--- config.mk ---
export PLATFORM = sky130hd
export DESIGN_NAME = sha3_pad_buffer
export DESIGN_NICKNAME = d
export VERILOG_FILES = /design/src/rtl/sha3_pad_buffer.sv
export SDC_FILE = /design/constraint.sdc
export NUM_CORES = 1
export LEC_CHECK = 0
export ABC_CLOCK_PERIOD_IN_PS = 2300
export BUFFER_PORTS_ARGS = -buffer_cell sky130_fd_sc_hd__clkbuf_2
export CORE_AREA = 2 2 242 244
export DETAILED_ROUTE_END_ITERATION = 8
export DIE_AREA = 0 0 244 246
export HOLD_SLACK_MARGIN = 0.05
export PLACE_DENSITY = 0.77
export SLEW_MARGIN = 10
export SYNTH_ARGS = -nofsm -noshare
export SYNTH_HDL_FRONTEND = slang
export SYNTH_SLANG_ARGS = --single-unit
export TNS_END_PERCENT = 30
--- constraint.sdc ---
create_clock -name clk -period 2.3 [get_ports clk]
set_input_delay 0.46 -clock clk [delete_from_list [all_inputs] [get_ports clk]]
set_output_delay 0.46 -clock clk [all_outputs]
set_load 0.02 [all_outputs]
--- src/rtl/sha3_pad_buffer.sv ---
// rtl/sha3_pad_buffer.sv - SHA3 rate-block assembler (576-bit rate) with 0x06..0x80 padding
module sha3_pad_buffer (
  input  logic         clk,
  input  logic         reset_n,
  input  logic [31:0]  in,
  input  logic         in_ready,
  input  logic         is_last,
  input  logic [1:0]   byte_num,
  output logic         buffer_full,
  output logic [575:0] out,
  input  logic         f_ack,
  output logic         in_accept
);

  localparam logic [1:0] ACCEPT = 2'd0;
  localparam logic [1:0] PAD    = 2'd1;
  localparam logic [1:0] DONE   = 2'd2;

  logic [1:0]  state;
  logic [4:0]  count;
  logic [31:0] pad_word;
  logic [31:0] wr_data;
  logic        wr_en;
  logic        last_slot;

  assign in_accept = reset_n & in_ready & ~buffer_full & (state == ACCEPT);
  assign last_slot = (count == 5'd17);

  // Domain-separation byte 0x06 goes right after the last valid message byte.
  always_comb begin
    pad_word = 32'h0600_0000;
    case (byte_num)
      2'd0: pad_word = 32'h0600_0000;
      2'd1: pad_word = {in[31:24], 24'h06_0000};
      2'd2: pad_word = {in[31:16], 16'h0600};
      2'd3: pad_word = {in[31:8], 8'h06};
      default: pad_word = 32'h0600_0000;
    endcase
  end

  always_comb begin
    wr_en   = 1'b0;
    wr_data = 32'h0;
    if (!buffer_full) begin
      if (in_accept) begin
        wr_en   = 1'b1;
        wr_data = is_last ? pad_word : in;
        if (is_last && last_slot) wr_data[7:0] = wr_data[7:0] | 8'h80;
      end else if (state == PAD) begin
        wr_en   = 1'b1;
        wr_data = last_slot ? 32'h0000_0080 : 32'h0;
      end
    end
  end

  always_ff @(posedge clk or negedge reset_n) begin
    if (!reset_n) begin
      out         <= '0;
      count       <= 5'd0;
      buffer_full <= 1'b0;
      state       <= ACCEPT;
    end else if (buffer_full) begin
      if (f_ack) begin
        buffer_full <= 1'b0;
        count       <= 5'd0;
      end
    end else if (wr_en) begin
      out   <= {out[543:0], wr_data};
      count <= count + 5'd1;
      if (last_slot) buffer_full <= 1'b1;
      if (state == ACCEPT && is_last) begin
        state <= last_slot ? DONE : PAD;
      end else if (state == PAD && last_slot) begin
        state <= DONE;
      end
    end
  end

endmodule

==> impl_summary.txt, run 1 <==
----------------------------------------------------
[Routing]
  Routed WL ... about 57000 µm
  Ratio of routed vias to standard cells ... 4.89
  Antenna viol nets, final ... 0
  Via Count ... roughly 14000
  Length of the first detailed-routing pass in iterations ... 4
  DR DRC count ... 0
  Routed wire per std cell ... between 20 and 25 µm
  Starting DRC count in detailed routing ... about 630

[Setup path]
  Kind of launch point of the worst setup path ... register
  Critical Path RT ... 1.84 ns
  Worst-path maximum fanout ... 6
  Worst-case register-to-register setup slack ... 0.35 ns
  CP endpoint kind ... output port
  Arrival time reported for the critical path endpoint ... 1.78 ns
  Category of the most critical setup path ... register to output port

[STA]
  Worst slew margin relative to its limit ... 34.1%
  Post-layout minimum cycle time ... ~2.2 ns
  Slew at the pin closest to its max-slew limit ... 0.988 ns
  Final setup violation count ... 0
  Hold violation count in the final report ... 0
  Tcrit/Tclk final ... a little over nine tenths
  Skew final ... ~0.014 ns
  Max frequency ... around 450 MHz
  Number of slew-limit violations in the final report ... 0

[Run]
  Total of max-cap violations ... 0

[Clock tree]
  Number of CTS-inserted buffers ... just under 60
  Maximum buffer depth of the clock tree ... 3
  Clk pin slew, worst setup/hold paths ... about 0.06 ns
  Cell chosen for the clock root ... sky130_fd_sc_hd__clkbuf_16
  CTS tree ... done
  Number of clock sinks ... slightly below 600
  CTS H-tree depth ... 2
  Latest clock arrival within the worst-skew pair ... ~0.60 ns

[Synth]
  Most common cell in the netlist ... sky130_fd_sc_hd__dfrtp_1
  Sequential share of the synthesized area ... around three fifths
  Post-Syn Instances ... about 1300
  Post-synthesis async set-or-reset flop share ... between 90% and 100%
  Cell accounting for the most synthesized area ... sky130_fd_sc_hd__dfrtp_1
  Number of flip-flops and latches in the synthesized netlist ... roughly 600
  Area share of the largest cell type after synthesis ... about 60%
  Synth top area cells ... sky130_fd_sc_hd__dfrtp_1 60%, sky130_fd_sc_hd__mux2_4 29%, sky130_fd_sc_hd__buf_12 3.6%, sky130_fd_sc_hd__mux2_2 3.5%, sky130_fd_sc_hd__a22o_1 0.97%
  Netlist area before placement ... around 24000 µm²
  Dominant synthesized flop cell ... sky130_fd_sc_hd__dfrtp_1
  Leading post-synthesis cells by instance count ... 584 x sky130_fd_sc_hd__dfrtp_1, 469 x sky130_fd_sc_hd__mux2_4, 75 x sky130_fd_sc_hd__mux2_2
  Post-synthesis area per instance ... around 19 µm²
  Number of distinct library cells after synthesis ... 34
  Net count after synthesis ... between 1000 and 1500
  Number of enable flip-flop cells after synthesis ... 0
  Syn. warnings ... 0

[Global routing]
  Total global-route track usage ... between 15 and 20%
  Antenna violations before repair ... 1
  Maximum number of pins on one net before global-route repair ... roughly 190
  Overflow left after global routing ... 0
  Met2 usage ... 30.9%
  Via count of the first global-routing pass ... 14002
  Most crowded layer after global routing ... met2
  Met3 routing resource usage after global routing ... under 10%
  Fraction of met1 tracks used by global routing ... between 20% and 30%
  Global-route wire length before repair ... about 87000 µm

[Pwr]
  Static Leak ... around 17 nW
  Power density relative to cell area ... 1190 nW/µm²
  Worst vdd ir ... about 0.95 mV

[Finish]
  Footprint of the flip-flops and latches ... roughly 15000 µm²
  Antenna cell count ... 0
  Final cell utilization of the core ... between 50% and 60%
  Synthesis-to-layout area growth ... 23.7%
  Nets@finish ... roughly 2000
  Non-filler instance count after layout ... about 2800
  Area used by multi-input combinational logic ... around 8600 µm²
  Fraction of layout cells with a size suffix above 1 ... 65.9%
  FILL cells ... roughly 4600

[Worst hold path]
  Worst hold path class ... input pin to register

[Placed design]
  Estimated wirelength of the detail-placed design ... slightly above 40000 µm
  Gpl congestion ... 0.851
  Total instance count after detailed placement ... 2637
  IO buf count ... just over 600

[Floorplanning]
  Standard cell core area ... 57400 µm²
  Starting Density ... a little over two fifths
  Die X ... 244 µm
  Number of placement rows ... roughly 90
  Vertical extent of the die ... between 200 and 250 µm
  Boundary Pins ... 617
  Die Footprint ... roughly 60000 µm²

[Outcome]
  Run status ... complete, no violations

----------------------------------------------------
-- logic make-up after synthesis --
logic type / count (synthesis) / share of synthesized area, %
DFF: 584 / 60.2
buffers and inverters: 71 / 4.63
and+or+nand+nor: 34 / 0.953
muxes: 552 / 32.8
AOI/OAI and AO/OA: 37 / 1.30
adders and majority gates: 2 / 0.103
-- worst max-delay path: stages (launching register included) --
cell	delay [ns]
sky130_fd_sc_hd__dfrtp_2	0.45
sky130_fd_sc_hd__nand4bb_4	0.25
sky130_fd_sc_hd__or2_4	0.29
sky130_fd_sc_hd__inv_1	0.07
sky130_fd_sc_hd__buf_4	0.13
-- where the power goes --
group          internal [W]  leakage [nW]  switching [W]
logic               0.00592          7.63        0.00712
registers            0.0117          8.13        0.00142
clock network       0.00565         0.985        0.00403
total                0.0233          16.7         0.0126
-- final timing paths --
check,cells past startpoint,from,to
worst max-delay path,4,state[1],in_accept
worst min-delay path,2,in[24],out[24]
worst max register to register,4,state[1],out[20]
worst min register to register,1,count[4],count[4]
max in group asynchronous,4,reset_n,out[385]
min in group asynchronous,3,reset_n,state[0]
-- per-stage QoR --
step	cell area [µm²]	TNS [ns]	hold slack (ns)	power, W	setup WS (ns)
4_1_cts	30000	0	0.0511	0.0361	0.00490
5_1_grt	30000	-0.0106	0.0622	0.0373	-0.0106
2_1_floorplan	24300	0	0.164	0.0246	0.457
6_report	30000	0	0.0896	0.0359	0.0611
3_5_place_dp	27800	0	0.483	0.0263	0.245
3_3_place_gp	27800	0	0.452	0.0259	0.274
-- metal layers --
metal / share of wire [%] / vias up
li1: - / 5957
met1: 41 / 7058
met2: 50 / 422
met3: 4.9 / 125
met4: 3.7 / 0
met5: 0 / -
-- registers in the layout, indices dropped and copies added (netlist names) --
name and flops:
buffer_full 1, count 5, out 576, state 2
-- placed cells by master, fill, tap and decap left out, drive strengths merged, types with 2 or more instances in the layout --
| cell | Yosys | layout |
|---|---|---|
| clkinvlp | 0 | 4 |
| buf | 66 | 50 |
| mux2i | 8 | 8 |
| mux2 | 544 | 544 |
| dfrtp | 584 | 584 |
| o2bb2ai | 4 | 4 |
| nor2 | 4 | 4 |
| clkinv | 0 | 13 |
| and3 | 2 | 2 |
| nand2 | 7 | 7 |
| nand3 | 4 | 4 |
| or2 | 5 | 5 |
| a22o | 27 | 27 |
| bufinv | 0 | 3 |
| inv | 4 | 9 |
| nor2b | 2 | 2 |
| ha | 2 | 2 |
| clkbuf | 1 | 701 |
| dlygate4sd3 | 0 | 18 |
| nor3 | 4 | 4 |
-- final cells by class --
| type | count | share of cell area [%] |
|---|---|---|
| clock buffer | 87 | 5.87 |
| clock inverter | 25 | 0.762 |
| inverter | 4 | 0.0500 |
| multi-input combinational | 625 | 28.5 |
| sequential | 584 | 48.7 |
| tap | 765 | 3.19 |
| timing repair buffer | 683 | 13.0 |
-- repair_timing --
item / CTS / global route
endpoints found under the setup margin: 1 / 1
endpoints found under the hold margin: 110 / 0
hold buffers: 19 / 0
buffers inserted: 1 / 4
resized for setup: 3 / 3
pin swaps: 1 / 1
gates cloned: 0 / 0
No activity file was read; power rests on OpenSTA's default activity.
==> run 2, diff against run 1 <==
- CTS_BUF_LIST: unset -> sky130_fd_sc_hd__clkbuf_8
- SETUP_SLACK_MARGIN: unset -> 0.1
==> impl_summary.txt, run 2 (same netlist as run 1, synthesis figures left out) <==
----------------------------------------------------
[Setup path]
  Number of logic stages on the critical path including buffering ... 4
  Category of the most critical setup path ... register to output port
  Worst-path maximum fanout ... 2
  Kind of launch point of the worst setup path ... register
  Worst-case register-to-register setup slack ... a little under 0.3 ns
  Path depth of the worst reg2reg path ... 5
  Count of buffer and inverter cells on the critical path ... 2
  Slowest cell on the critical path ... sky130_fd_sc_hd__dfrtp_2
  Critical R2R Capture ... out[21]
  Crit path launch ... buffer_full
  Arrival time reported for the critical path endpoint ... approximately 1.7 ns
  CP endpoint kind ... output port
  Delay of the slowest cell on the worst path ... about 0.40 ns
  Crit-path cells ... nand4bb_4 > or2_4 > inv_2 > buf_8
  Critical Path RT ... roughly 1.8 ns
  Origin of the critical flop-to-flop path ... buffer_full
  Cell class contributing the biggest share of worst-path delay ... simple AND/OR/NAND/NOR gates

[STA]
  Number of slew-limit violations in the final report ... 0
  Slew at the pin closest to its max-slew limit ... between 0.9 and 1 ns
  Final setup violation count ... 0
  Final-layout worst hold slack ... 0.0956 ns
  Tcrit/Tclk final ... between 90% and 100%
  Worst slew margin relative to its limit ... 33.4%
  Skew final ... approximately 0.041 ns
  Post-layout minimum cycle time ... ~2.1 ns
  Max frequency ... 468 MHz
  Setup repair after global routing missed its margin ... yes
  Hold violation count in the final report ... 0
  Post-Route Setup TNS ... 0 ns

[Routing]
  DR DRC count ... 0
  Length of the first detailed-routing pass in iterations ... 4
  Detailed route wirelength on metal3 ... 2670 µm
  Antenna viol nets, final ... 0
  Via Count ... 13789
  Starting DRC count in detailed routing ... ~530
  Uppermost layer routed ... met4
  Ratio of routed vias to standard cells ... 4.84
  Routed WL ... around 57000 µm
  Wire length on met2 ... 28900 µm
  Met1 routed wirelength after detailed routing ... about 24000 µm
  Routed wire per std cell ... between 20 and 25 µm

[Floorplanning]
  Vertical extent of the die ... 246 µm
  Boundary Pins ... 617
  Starting Density ... a little over two fifths
  Standard cell core area ... about 57000 µm²
  Die X ... 244 µm
  Number of placement rows ... between 80 and 90
  Die Footprint ... between 60000 and 70000 µm²

[Placed design]
  Estimated wirelength of the detail-placed design ... a little over 40000 µm
  IO buf count ... slightly above 600
  Gpl congestion ... ~0.85
  Total instance count after detailed placement ... around 2600

[Pwr]
  Worst vdd ir ... 0.914 mV
  Total design power ... between 0.03 and 0.04 W
  Clock share of power ... 27.0%
  Combinational power share ... 36.5%
  Internal power summed over all cells ... 0.0233 W
  Switching Power ... around 0.013 W
  Switching power as a share of total power ... roughly a third
  Sequential power share ... between 30% and 40%
  Power density relative to cell area ... between 1000 and 1500 nW/µm²
  Static Leak ... between 15 and 20 nW

[Finish]
  Flip-flop count of the largest register after layout ... 576
  Synthesis-to-layout area growth ... 24.9%
  Register ranked first by flip-flop count ... out
  Commonest non-fill, non-tap cell in the layout ... sky130_fd_sc_hd__clkbuf_2
  Most used cells in the layout excluding fill and tap cells ... 614 x sky130_fd_sc_hd__clkbuf_2, 582 x sky130_fd_sc_hd__dfrtp_1, 469 x sky130_fd_sc_hd__mux2_4
  Antenna cell count ... 0
  Nets@finish ... just over 2000
  Fraction of layout cells with a size suffix above 1 ... about two thirds
  Biggest registers after layout ... out x576, count x5, state x2
  Non-filler instance count after layout ... 2851
  FILL cells ... approximately 4600

[Global routing]
  Antenna violations before repair ... 0
  Overflow left after global routing ... 0
  Via count of the first global-routing pass ... between 10000 and 15000
  Total global-route track usage ... a little under a fifth
  Maximum number of pins on one net before global-route repair ... about 190
  Global-route wire length before repair ... 87500 µm

[Clock tree]
  Number of CTS-inserted buffers ... just under 100
  Number of clock sinks ... about 600
  Latest clock arrival within the worst-skew pair ... between 0.6 and 0.7 ns
  CTS tree ... done
  CTS H-tree depth ... 3
  Clk pin slew, worst setup/hold paths ... 0.06 ns
  Cell chosen for the clock root ... sky130_fd_sc_hd__clkbuf_8
  Maximum buffer depth of the clock tree ... 3

[Run]
  Total of max-cap violations ... 0

[Outcome]
  Run status ... complete, no violations

[Worst hold path]
  Worst hold path class ... input pin to asynchronous set/reset pin

----------------------------------------------------
-- run 2: changes by cell type in the layout (fill, tap and decap cells not counted), sizes merged --
cell | before | now
clkinvlp | 4 | 3
inv | 9 | 36
bufinv | 3 | 4
dlygate4sd3 | 18 | 30
buf | 50 | 51
clkbuf | 701 | 748
clkinv | 13 | 4
-- run 2: tightest hold or removal path, cell delays in order --
cell and delay [ns]:
sky130_fd_sc_hd__dlymetal6s4s_1 0.22, sky130_fd_sc_hd__buf_8 0.15, sky130_fd_sc_hd__buf_4 0.27
-- run 2: area by class of cell --
class                      count  area (µm²)  area share (%)
sequential                   584       14600            48.2
clock buffer                 134        1840            6.08
inverter                       4        15.0          0.0495
multi-input combinational    625        8560            28.2
clock inverter                43         307            1.01
timing repair buffer         696        4030            13.3
tap                          765         957            3.16
-- run 2: worst max path at each step --
| stage | end | slack, ns |
|---|---|---|
| CTS | in_accept | 0.04 |
| detailed placement | out[516] | 0.25 |
| global route | in_accept | 0.07 |
| global placement | out[449] | 0.27 |
| floorplan | in_accept | 0.46 |
| finish | in_accept | 0.16 |
-- run 2: repair_timing --
item,CTS,global route
setup buffers,4,2
endpoints found under the setup margin,1,1
hold buffers,31,0
hold endpoints to repair,122,0
gates resized for setup,6,2
pin swaps,2,2
-- run 2: per-stage QoR --
stage / area (µm²) / util, % / setup WS, ns
after global routing: 30300 / 52.9 / 0.0693
after global placement: 27800 / 48.5 / 0.274
final: 30300 / 52.9 / 0.164
after detailed placement: 27800 / 48.5 / 0.245
after floorplan: 24300 / - / 0.457
after CTS: 30300 / 52.8 / 0.0379
-- run 2: power by group through the flow --
stage	Clock, W	Combinational [W]	Sequential (W)
2_1_floorplan	0	0.0100	0.0145
3_3_place_gp	0	0.0128	0.0132
3_5_place_dp	0	0.0131	0.0133
4_1_cts	0.00998	0.0132	0.0131
5_1_grt	0.0105	0.0137	0.0133
6_report	0.00970	0.0131	0.0131
-- run 2: metal layers --
metal	vias to the layer above	global-route usage, %
li1	6069	-
met1	7157	23.5
met2	448	30.9
met3	115	3.88
met4	0	8.46
met5	-	0
==> run 3, diff against run 2 <==
--- a/config.mk
+++ b/config.mk
@@ -7,3 +7,3 @@
 export LEC_CHECK = 0
-export ABC_CLOCK_PERIOD_IN_PS = 2300
+export ABC_CLOCK_PERIOD_IN_PS = 2000
 export BUFFER_PORTS_ARGS = -buffer_cell sky130_fd_sc_hd__clkbuf_2
==> constraint.sdc (replaced) <==
create_clock -name clk -period 2 [get_ports clk]
set_input_delay 0.5 -clock clk [delete_from_list [all_inputs] [get_ports clk]]
set_output_delay 0.5 -clock clk [all_outputs]
set_load 0.02 [all_outputs]
==> impl_summary.txt, run 3 (same netlist as run 1, synthesis figures left out) <==
----------------------------------------------------
[Outcome]
  Run status ... finished with violations
  Violations in the final reports ... negative setup slack

[Setup path]
  Arrival time reported for the critical path endpoint ... between 1.5 and 2 ns
  Critical R2R Capture ... out[396]
  Critical Path RT ... 1.50 ns
  CP endpoint kind ... output port
  Origin of the critical flop-to-flop path ... buffer_full
  Crit path launch ... state[1]
  Worst-path maximum fanout ... 2
  Path depth of the worst reg2reg path ... 5
  Category of the most critical setup path ... register to output port
  Worst-case register-to-register setup slack ... ~0.090 ns
  Critical Path End ... in_accept
  Kind of launch point of the worst setup path ... register

[STA]
  Final WS setup ... -0.171 ns
  Max frequency ... 461 MHz
  Post-layout minimum cycle time ... 2.17 ns
  Slew at the pin closest to its max-slew limit ... approximately 0.87 ns
  Setup repair after global routing missed its margin ... yes
  Final-layout worst hold slack ... ~0.15 ns
  Tcrit/Tclk final ... 109%
  Post-Route Setup TNS ... -0.171 ns
  Skew final ... approximately 0.037 ns
  Number of slew-limit violations in the final report ... 0
  Final setup violation count ... 1
  Worst slew margin relative to its limit ... 42.0%
  Hold violation count in the final report ... 0

[Clock tree]
  Latest clock arrival within the worst-skew pair ... 0.67 ns
  Number of CTS-inserted buffers ... 93
  Clk pin slew, worst setup/hold paths ... 0.06 ns
  CTS H-tree depth ... 3
  Maximum buffer depth of the clock tree ... 3
  Number of clock sinks ... between 500 and 600
  Cell chosen for the clock root ... sky130_fd_sc_hd__clkbuf_8
  CTS tree ... done

[Global routing]
  Maximum number of pins on one net before global-route repair ... slightly below 200
  Total global-route track usage ... between 10% and 20%
  Via count of the first global-routing pass ... 14636
  Antenna violations before repair ... 1
  Overflow left after global routing ... 0
  Global-route wire length before repair ... a little under 90000 µm

[Routing]
  Routed wire per std cell ... between 20 and 25 µm
  Ratio of routed vias to standard cells ... roughly 4.8
  Antenna viol nets, final ... 0
  Routed WL ... between 50000 and 60000 µm
  Starting DRC count in detailed routing ... 525
  Length of the first detailed-routing pass in iterations ... 5
  Via Count ... 13896
  DR DRC count ... 0

[Finish]
  Non-Filler Cell Area, Final ... slightly above 30000 µm²
  Biggest registers after layout ... out x576, count x5, state x2
  Flip-flop count of the largest register after layout ... 576
  Fraction of layout cells with a size suffix above 1 ... roughly two thirds
  Register ranked first by flip-flop count ... out
  Nets@finish ... just over 2000
  Most used cells in the layout excluding fill and tap cells ... 604 x sky130_fd_sc_hd__clkbuf_2, 573 x sky130_fd_sc_hd__dfrtp_1, 470 x sky130_fd_sc_hd__mux2_4
  Final cell utilization of the core ... a little over half
  FILL cells ... 4605
  Commonest non-fill, non-tap cell in the layout ... sky130_fd_sc_hd__clkbuf_2
  Synthesis-to-layout area growth ... 25.1%

[Floorplanning]
  Standard cell core area ... around 57000 µm²
  Number of placement rows ... 88
  Starting Density ... a little over two fifths
  Boundary Pins ... 617
  Die Footprint ... ~60000 µm²
  Vertical extent of the die ... around 250 µm
  Die X ... between 200 and 250 µm

[Run]
  Total of max-cap violations ... 0

[Pwr]
  Static Leak ... 17.1 nW
  Worst vdd ir ... between 0.9 and 1 mV
  Power density relative to cell area ... ~1300 nW/µm²

[Placed design]
  Area of placed instances ... between 20000 and 30000 µm²
  Setup slack after placement ... -0.0130 ns
  Estimated wirelength of the detail-placed design ... approximately 42000 µm
  IO buf count ... just over 600
  Gpl congestion ... approximately 0.84

[Worst hold path]
  Worst hold path class ... input pin to register

----------------------------------------------------
[run 3: routing by layer]
metal / wire [µm] / vias up / track usage (%)
met3: 3010 / 126 / 4.54
met5: 0 / - / 0
li1: - / 6092 / -
met4: 2020 / 0 / 7.71
met1: 23800 / 7216 / 23.5
met2: 29400 / 462 / 31.2
[run 3: per-stage QoR]
step	std cells	power [W]
after global placement	2668	0.0302
after floorplan	1280	0.0283
final	2868	0.0408
after CTS	2866	0.0410
after detailed placement	2668	0.0307
after global routing	2868	0.0426
[run 3: how the worst min path moves through the flow]
| stage | startpoint | to | slack (ns) | depth (start not counted) |
|---|---|---|---|---|
| 2_1_floorplan | reset_n | buffer_full | 0.20 | 0 |
| 3_3_place_gp | reset_n | out[126] | 0.45 | 2 |
| 3_5_place_dp | reset_n | out[126] | 0.46 | 2 |
| 4_1_cts | in[9] | out[9] | 0.07 | 3 |
| 5_1_grt | in[25] | out[25] | 0.10 | 3 |
| 6_report | in[9] | out[9] | 0.15 | 3 |
[run 3: power by group]
group	internal [W]	switching (W)
registers	0.0135	0.00161
clock network	0.00543	0.00465
logic	0.00725	0.00837
[run 3: cell type report]
type | count | area [µm²] | area share, %
diodes | 1 | 2.50 | 0.00824
clock buffers | 117 | 1610 | 5.30
clock inverters | 50 | 288 | 0.947
repair buffers | 722 | 4310 | 14.2
well taps | 765 | 957 | 3.15
flip-flops and latches | 584 | 14600 | 48.1
multi-input cells | 625 | 8570 | 28.2
inverters | 4 | 15.0 | 0.0494
[run 3: worst max-delay path, cell delays in order (launching register included)]
cell	delay, ns
sky130_fd_sc_hd__dfrtp_1	0.39
sky130_fd_sc_hd__nand4bb_4	0.23
sky130_fd_sc_hd__or2_4	0.25
sky130_fd_sc_hd__inv_2	0.06
sky130_fd_sc_hd__buf_8	0.10
[run 3: repair_timing]
action	CTS	global route
hold buffers	25	0
setup buffers	6	0
gates resized for setup	26	19
pin swaps	1	1
endpoints found under the setup margin	15	249
gates cloned	0	1
endpoints found under the hold margin	100	0
